`src/rtl/seq_det_pkg.sv`:
```
// Shared types and constant functions for the serial pattern detector.
// The KMP transition table is derived from these at elaboration time.
package seq_det_pkg;

  typedef enum logic [1:0] {
    S_IDLE = 2'd0,
    S_RUN  = 2'd1,
    S_HIT  = 2'd2
  } state_t;

  localparam int MIN_LEN = 2;
  localparam int MAX_LEN = 16;
  localparam int MAX_CNT_W = 32;

  function automatic int prog_w(int len);
    return $clog2(len + 1);
  endfunction

  // i-th pattern bit in arrival order (i=0 is the first bit expected)
  function automatic logic pat_bit(
    logic [15:0] pattern,
    int len,
    int i
  );
    return pattern[4'(len - 1 - i)];
  endfunction

  // Longest proper prefix that is also a suffix of the first k pattern bits
  function automatic int fail_len(
    logic [15:0] pattern,
    int len,
    int k
  );
    int best;
    logic ok;
    best = 0;
    for (int m = 1; m < k; m++) begin
      ok = 1'b1;
      for (int j = 0; j < m; j++) begin
        if (pat_bit(pattern, len, k - m + j) !=
            pat_bit(pattern, len, j))
          ok = 1'b0;
      end
      if (ok) best = m;
    end
    return best;
  endfunction

  // Longest prefix that is a suffix of (first k pattern bits, then b)
  function automatic int next_prog(
    logic [15:0] pattern,
    int len,
    int k,
    logic b
  );
    int best;
    int pos;
    logic ok;
    logic sb;
    best = 0;
    for (int m = 1; m <= k + 1; m++) begin
      if (m <= len) begin
        ok = 1'b1;
        for (int j = 0; j < m; j++) begin
          pos = k + 1 - m + j;
          sb = (pos == k) ? b : pat_bit(pattern, len, pos);
          if (sb != pat_bit(pattern, len, j))
            ok = 1'b0;
        end
        if (ok) best = m;
      end
    end
    return best;
  endfunction

endpackage

```
`src/rtl/seq_det_sat_counter.sv`:
```
// Saturating hit counter with a sticky flag raised on reaching all-ones.
// Synchronous clear has priority over increment.
module seq_det_sat_counter #(
  parameter int CNT_W = 8
) (
  input  logic             clk,
  input  logic             reset,
  input  logic             clear,
  input  logic             inc,
  output logic [CNT_W-1:0] count,
  output logic             sat
);

  localparam logic [CNT_W-1:0] ONES = '1;

  logic [CNT_W-1:0] count_inc;

  assign count_inc = count + CNT_W'(1);

  always_ff @(posedge clk or negedge reset) begin
    if (!reset) begin
      count <= '0;
      sat   <= 1'b0;
    end else if (clear) begin
      count <= '0;
      sat   <= 1'b0;
    end else if (inc && (count != ONES)) begin
      count <= count_inc;
      if (count_inc == ONES)
        sat <= 1'b1;
    end
  end

endmodule

```
`src/rtl/seq_detector_fsm.sv`:
```
// Parametrised serial pattern detector (KMP automaton) with
// Mealy and Moore hit outputs and a saturating hit counter.
module seq_detector_fsm
  import seq_det_pkg::*;
#(
  parameter int                 PAT_LEN = 4,
  parameter logic [PAT_LEN-1:0] PATTERN = 4'b1011,
  parameter bit                 OVERLAP = 1'b1,
  parameter int                 CNT_W   = 8,
  localparam int                PW      = prog_w(PAT_LEN)
) (
  input  logic             clk,
  input  logic             reset,
  input  logic             clear,
  input  logic             in_valid,
  input  logic             in_bit,
  output logic             match_mealy,
  output logic             match_moore,
  output logic [PW-1:0]    progress,
  output logic [CNT_W-1:0] match_count,
  output logic             count_sat
);

  if (PAT_LEN < MIN_LEN || PAT_LEN > MAX_LEN) begin : g_bad_len
    $error("seq_detector_fsm: PAT_LEN must be 2..16");
  end

  if (CNT_W < 1 || CNT_W > MAX_CNT_W) begin : g_bad_cnt
    $error("seq_detector_fsm: CNT_W must be 1..32");
  end

  localparam logic [15:0] PAT16 = 16'(PATTERN);
  localparam int R_INT =
    OVERLAP ? fail_len(PAT16, PAT_LEN, PAT_LEN) : 0;
  localparam logic [PW-1:0] RES  = PW'(R_INT);
  localparam logic [PW-1:0] FULL = PW'(PAT_LEN);
  localparam int TAB_N = 2 ** PW;

  // Entries at or above PAT_LEN are unreachable and tied to zero
  logic [PW-1:0] nxt_tab [TAB_N][2];

  for (genvar k = 0; k < TAB_N; k++) begin : g_row
    for (genvar b = 0; b < 2; b++) begin : g_col
      if (k < PAT_LEN) begin : g_live
        assign nxt_tab[k][b] =
          PW'(next_prog(PAT16, PAT_LEN, k, 1'(b)));
      end else begin : g_dead
        assign nxt_tab[k][b] = '0;
      end
    end
  end

  state_t        state;
  state_t        state_d;
  logic [PW-1:0] prog;
  logic [PW-1:0] prog_d;
  logic [PW-1:0] nxt;
  logic          hit;

  assign nxt = nxt_tab[prog][in_bit];
  assign hit = reset && in_valid && !clear && (nxt == FULL);

  always_comb begin
    state_d = state;
    prog_d  = prog;
    if (clear) begin
      state_d = S_IDLE;
      prog_d  = '0;
    end else if (in_valid) begin
      if (hit) begin
        state_d = S_HIT;
        prog_d  = RES;
      end else begin
        state_d = (nxt == '0) ? S_IDLE : S_RUN;
        prog_d  = nxt;
      end
    end else if (state == S_HIT) begin
      state_d = (RES == '0) ? S_IDLE : S_RUN;
    end
  end

  always_ff @(posedge clk or negedge reset) begin
    if (!reset) begin
      state <= S_IDLE;
      prog  <= '0;
    end else begin
      state <= state_d;
      prog  <= prog_d;
    end
  end

  assign match_mealy = hit;
  assign match_moore = (state == S_HIT);
  assign progress    = prog;

  seq_det_sat_counter #(
    .CNT_W(CNT_W)
  ) u_cnt (
    .clk  (clk),
    .reset(reset),
    .clear(clear),
    .inc  (hit),
    .count(match_count),
    .sat  (count_sat)
  );

endmodule
```
`config.mk`:
```
export PLATFORM = sky130hd
export DESIGN_NAME = seq_detector_fsm
export DESIGN_NICKNAME = d
export VERILOG_FILES = /design/src/rtl/seq_det_pkg.sv /design/src/rtl/seq_det_sat_counter.sv /design/src/rtl/seq_detector_fsm.sv
export SDC_FILE = /design/constraint.sdc
export NUM_CORES = 1
export LEC_CHECK = 0
export CAP_MARGIN = 30
export CORE_MARGIN = 4
export CORE_UTILIZATION = 48
export DETAILED_ROUTE_END_ITERATION = 8
export PLACE_DENSITY_LB_ADDON = 0.1
export SYNTH_ARGS = -nofsm -noshare
export SYNTH_HDL_FRONTEND = slang
export SYNTH_HIERARCHICAL = 1
export SYNTH_SLANG_ARGS = --single-unit
```
`constraint.sdc`:
```
create_clock -name clk -period 2.2 [get_ports clk]
set_input_delay 0.22 -clock clk [delete_from_list [all_inputs] [get_ports clk]]
set_output_delay 0.22 -clock clk [all_outputs]
set_load 0.01 [all_outputs]
```
==> results.toml, run 1 <==
[sta]
fmax_mhz = 565
setup_violations = 0
rsz0062_at_grt = "false"
fin_ws_ns = 0.431
slew_violations = 0
skew_ns = 0.00253
hold_viol = 0
layout_worst_path_cycle_share_pct = 80.4
final.setup.tns_ns = 0
fin_crit_ns = 1.77
tightest_slew_ns = 0.408
slew_headroom_pct = 72.8

[worst_setup_path]
r2r_slack_ns = 0.48
crit_required_ns = 2.39
crit_arrival_ns = 1.96
critPathLaunchType = "input pin"
path_max_fanout = 8
crit_type = "in -> reg"
endpoint_kind = "flip-flop"

[logic_synthesis]
synth-edff-count = 0
post-synth-top-area-fraction_pct = 42.6
synthTopCellsByCount = "14 x dfrtp_1, 9 x nand3_1, 7 x a21oi_1, 7 x nor2_1, 5 x inv_1"
yosysTopAreaCell = "dfrtp_1"
synthTopCellsByArea = "dfrtp_1 43%, nand3_1 5.5%, a21oi_1 4.3%, a211oi_1 3.7%, a41oi_4 3.3%"
async_flop_share_pct = 100
synth_ff_type = "dfrtp_1"
synth_xor_area_share_pct = 3.20
synth_cell_types = 34
synth.net_count = 96
yosysWarnings = 6
synth-simple-area-share_pct = 27.2
synth_fa_ha_area_share_pct = 3.04
netlist_area_um2 = 822
avgSynthCellArea_um2 = 9.24
synth_compound_area_share_pct = 18.6
synth.mux.area_fraction_pct = 0
ys_seq_area_share_pct = 42.6
synth_top_family_by_area = "simple AND/OR/NAND/NOR gates"
yosysMostFrequentCell = "dfrtp_1"
syn_inst = 89
synth_seq_cells = 14

[power_and_ir_drop]
clkPwrFrac_pct = 38.7
seqPwrFrac_pct = 54.2
vdd_drop_max_v = 0.000368
p_leak_uw = 0.000429
swShare_pct = 22.4
p_int_uw = 376
p_per_area_nw_per_um2 = 457
power.switching_uw = 109
pwr-share-comb_pct = 7.1

[clock_tree]
cts_sinks = 14
hold_buffers = 0
cts_resized = 0
ctsRootBufferMaster = "clkbuf_4"
clkTransAtPathRegs_ns = 0.09
cts_htree_levels = 1
postCtsSetupBuffers = 0
clockBufferDepth = 2
cts_tree = "built"
cts_buffers = 3
worstSkewPairLatency_ns = 0.28

[route]
first_pass_iters = 4
postRouteWirelength_um = 1910
wl_per_cell_um = 15.2
vias = 749
antenna_left = 0
viasPerCell = 5.94
drc = 0
drtIter0Drc = 19

[floorplan]
start_util_pct = 52.7
rows = 14
coreArea_um2 = 1560
die-area_um2 = 2440
die_w_um = 49.4
fp.dieH_um = 49.4
io_pins = 19

[placement]
port_buffers = 18
dp_slack_ns = 0.137
gp_congestion = 0.795
dpl.hpwl_um = 1270

[finish]
multi_input_area_um2 = 430
drive_gt1_share_pct = 11.8
syn_to_final_growth_pct = 29.2
final_nets = 118
fillers = 139
antenna_cells = 0
regArea_um2 = 352

[global_routing]
grt_pass1_vias = 706
grt_pass1_wl_um = 3240
grt_usage_pct = 17.3
grt-ovfl-total = 0
grt_max_degree = 17
antenna_found_initial = 0

[run]
cap_violations = 0

[outcome]
status = "finished clean"

[hold_path]
hp-class = "in -> async"
## worst max-delay path, stage by stage
cell             delay, ns
clkdlybuf4s50_1       0.53
nor2b_2               0.19
nand3_1               0.11
nor2_1                0.10
buf_4                 0.15
nand3_1               0.11
nor3_1                0.27
nor2_1                0.07
a211oi_1              0.20
## cell usage in the layout (no fill, tap or decap)
cell type,Yosys,layout
a211oi_1,4,4
a21boi_0,1,1
a21o_1,1,1
a21oi_1,7,7
a31oi_1,1,1
a41oi_4,1,1
and2_1,1,1
and3_2,1,1
and4_1,2,2
buf_4,0,3
clkbuf_4,0,3
clkbuf_8,0,1
clkdlybuf4s50_1,0,17
dfrtp_1,14,13
dfrtp_2,0,1
dlymetal6s2s_1,0,1
ha_1,2,2
inv_1,5,5
nand2_1,4,4
nand2_2,1,1
nand2b_1,2,2
nand3_1,9,9
nand3b_1,1,1
nand4_1,2,2
nor2_1,7,7
nor2_2,1,1
nor2b_1,2,1
nor2b_2,0,1
nor3_1,3,3
nor3b_1,2,2
o211ai_1,1,1
o21ai_0,3,3
o31ai_1,1,1
o41ai_1,1,1
or3b_1,1,1
or4b_1,1,1
xnor2_1,2,2
xor2_1,1,1
## stage by stage
step                      area (um2)  utilization (%)  std cells  hold WS, ns  total power (uW)
after floorplan                  822                -         89      -0.0756               278
after global placement          1020             65.4        122        0.488               302
after detailed placement        1020             65.4        122        0.482               302
after CTS                       1060             67.7        126        0.273               493
after global routing            1060             68.1        126        0.291               512
final                           1060             68.1        126        0.279               485
## final timing paths
check	start	to	cells past startpoint
min in group clk	u_cnt/sat	u_cnt/sat	2
hold reg to reg	u_cnt/sat	u_cnt/sat	2
setup reg to reg	u_cnt/count[0]	u_cnt/count[6]	5
max in group asynchronous	reset	progress[0]	2
setup / recovery	in_bit	u_cnt/count[7]	9
hold / removal	reset	u_cnt/count[6]	2
## power by group through the flow
| stage | logic (uW) | registers (uW) | clock network [uW] |
|---|---|---|---|
| after floorplan | 10.1 | 268 | 0 |
| after global placement | 34.2 | 268 | 0 |
| after detailed placement | 34.3 | 268 | 0 |
| after CTS | 34.7 | 263 | 196 |
| after global routing | 38.7 | 264 | 210 |
| final | 34.6 | 263 | 188 |
## routing by layer
metal  GRT usage, %  part of all wire, %  vias up
met2           25.4                   44       23
li1               -                    -      366
met5              0                    0        -
met1           23.7                   51      356
met3           3.36                  3.6        4
met4           9.68                  1.8        0
## cell families (layout without fill, tap and decap cells)
family / count (synthesis) / after routing
simple gates: 40 / 40
compound gates: 21 / 21
flops: 14 / 14
buf+inv: 9 / 30
xor+xnor: 3 / 3
fa+ha+maj: 2 / 2
## flip-flops by register name (all words and copies together) (netlist names)
name         count
u_cnt/count      8
progress         3
state            2
u_cnt/sat        1
## cell type report
class                   instances  area share, %
multi-input cells              66           40.5
inverters                       5           1.77
repair buffers                 21           19.3
clock buffers                   4           3.42
flip-flops and latches         14           33.1
well taps                      16           1.88
Note: power is estimated with default switching activity, not from simulation.
==> inputs of run 2 (changes only) <==
--- a/config.mk
+++ b/config.mk
@@ -7,7 +7,7 @@
 export LEC_CHECK = 0
 export CAP_MARGIN = 30
 export CORE_MARGIN = 4
-export CORE_UTILIZATION = 48
+export CORE_UTILIZATION = 43
 export DETAILED_ROUTE_END_ITERATION = 8
 export PLACE_DENSITY_LB_ADDON = 0.1
 export SYNTH_ARGS = -nofsm -noshare
==> constraint.sdc (replaced) <==
create_clock -name clk -period 1.45 [get_ports clk]
set_input_delay 0.145 -clock clk [delete_from_list [all_inputs] [get_ports clk]]
set_output_delay 0.145 -clock clk [all_outputs]
set_load 0.01 [all_outputs]
==> run 2 against run 1 <==
Highest routed layer unchanged. Critical path type is now reg -> reg. Setup slack got worse by 0.47 ns. Clock power rose by 22%. Register-to-register slack got worse by 0.52 ns. Non-clock buffer count rose by 20. The flow now finishes with violations (negative setup slack). Final cell count rose by 23%.
==> results.toml, run 2 (synthesis gave the netlist of run 1 again) <==
[outcome]
status = "complete, but fails checks"
violations = "negative setup slack"

[hold_path]
hp-class = "in -> async"

[worst_setup_path]
path_delay_family = "simple AND/OR/NAND/NOR gates"
reg2reg_to = "u_cnt/count[3]"
r2r-start = "progress[2]"
crit_slowest_cell = "dfrtp_1"
r2r_slack_ns = -0.04
critPathLaunchType = "flip-flop"
path_cells = "nor2b_2 -> nand3_4 -> nor2_4 -> buf_4 -> nand4_1 -> a211oi_2 -> a211oi_1"
r2r_cells = 7
crit_type = "reg -> reg"
path_max_fanout = 5
crit_start = "progress[2]"
cp.buffers_inverters = 1
crit_required_ns = 1.61
crit_arrival_ns = 1.65
critPathMaxStageDelay_ns = 0.40
endpoint_kind = "flip-flop"

[global_routing]
grt_usage_pct = 16.6
grt_pass1_wl_um = 3290
grt_max_degree = 17
grt-ovfl-total = 0
grt_pass1_vias = 764
antenna_found_initial = 0

[finish]
antenna_cells = 0
layoutNonFillerInstCount = 155
fillers = 143
final_nets = 138
final_area_um2 = 1270
regMostFlops = "u_cnt/count"
mostFrequentLayoutCell = "buf_4"
mostFrequentLayoutCells = "22 x buf_4, 11 x dfrtp_1, 8 x clkdlybuf4s50_1, 8 x dlygate4sd2_1, 7 x a21oi_1"
drive_gt1_share_pct = 36.2
largest_reg_flops = 8
syn_to_final_growth_pct = 54.6

[sta]
tightest_slew_ns = 0.311
slew_violations = 0
slew_headroom_pct = 79.0
fmax_mhz = 673
fin_hold_ws_ns = 0.210
fin_crit_ns = 1.49
layout_worst_path_cycle_share_pct = 102
final.setup.tns_ns = -0.108
skew_ns = 0.00725
setup_violations = 5
hold_viol = 0
rsz0062_at_grt = "true"
fin_ws_ns = -0.0359

[route]
postRouteWirelength_um = 2010
wl_per_cell_um = 13.0
drc = 0
viasPerCell = 5.19
drtIter0Drc = 23
vias = 804
antenna_left = 0
first_pass_iters = 4

[clock_tree]
hold_buffers = 0
ctsRootBufferMaster = "clkbuf_4"
clockBufferDepth = 2
cts_htree_levels = 1
cts_sinks = 14
cts_buffers = 3
worstSkewPairLatency_ns = 0.29
clkTransAtPathRegs_ns = 0.08
cts_tree = "built"

[floorplan]
rows = 15
die_w_um = 51.7
die-area_um2 = 2680
start_util_pct = 46.6
io_pins = 19
coreArea_um2 = 1760
fp.dieH_um = 51.7

[placement]
placed_area_um2 = 1160
dpl.hpwl_um = 1380
placed_cells = 144
port_buffers = 18
gp_congestion = 0.777

[power_and_ir_drop]
p_leak_uw = 0.000561
p_per_area_nw_per_um2 = 548
total_power_uw = 696
vdd_drop_max_v = 0.000520

[run]
cap_violations = 0
-- run 2: cell types whose count changed in the layout (fill, tap and decap cells not counted), sizes merged --
cell,previous run,this run
buf,3,24
clkdlybuf4s50,17,8
dlygate4sd2,0,8
-- run 2: where the power goes --
part	leakage, uW	internal (uW)	switching [uW]
Clock	0.0000150	107	122
Sequential	0.000189	394	2.34
Combinational	0.000356	34.1	36.9
-- run 2: timing repair --
action	in CTS	in global routing
setup endpoints to repair	17	12
pin swaps	5	1
setup buffers	3	4
gates resized for setup	20	4
-- run 2: worst reg2reg max path: stages (launching register included) --
cell      delay [ns]
dfrtp_1         0.40
nor2b_2         0.18
nand3_4         0.10
nor2_4          0.14
buf_4           0.15
nand4_1         0.14
a211oi_2        0.18
a211oi_1        0.07
-- run 2: area by class of cell --
class	count	area [um2]	share of cell area [%]
multi-input cells	66	497	39.1
flip-flops and latches	14	354	27.9
repair buffers	41	344	27.1
well taps	25	31.3	2.46
clock buffers	4	26.3	2.07
inverters	5	18.8	1.48
-- run 2: worst max path at each step --
stage,to,slack [ns],cells after the start
finish,u_cnt/count[3],-0.04,7
detailed placement,match_mealy,-0.35,5
CTS,u_cnt/count[1],-0.007,7
global placement,match_mealy,-0.32,5
floorplan,u_cnt/count[6],-0.16,7
global route,u_cnt/count[7],-0.13,7
-- run 2: stage by stage --
stage,worst slack (ns),utilization [%]
final,-0.0359,72.1
after global routing,-0.128,72.1
after CTS,-0.00741,69.6
after detailed placement,-0.348,66.0
after global placement,-0.321,66.0
after floorplan,-0.159,-
-- run 2: per-layer routing --
| layer | up-vias | GRT usage (%) | share of wire (%) |
|---|---|---|---|
| met5 | - | 0 | 0 |
| met4 | 0 | 5.24 | 0.94 |
| met3 | 3 | 5.16 | 4.7 |
| met2 | 20 | 28.0 | 47 |
| met1 | 378 | 20.1 | 47 |
| li1 | 403 | - | - |
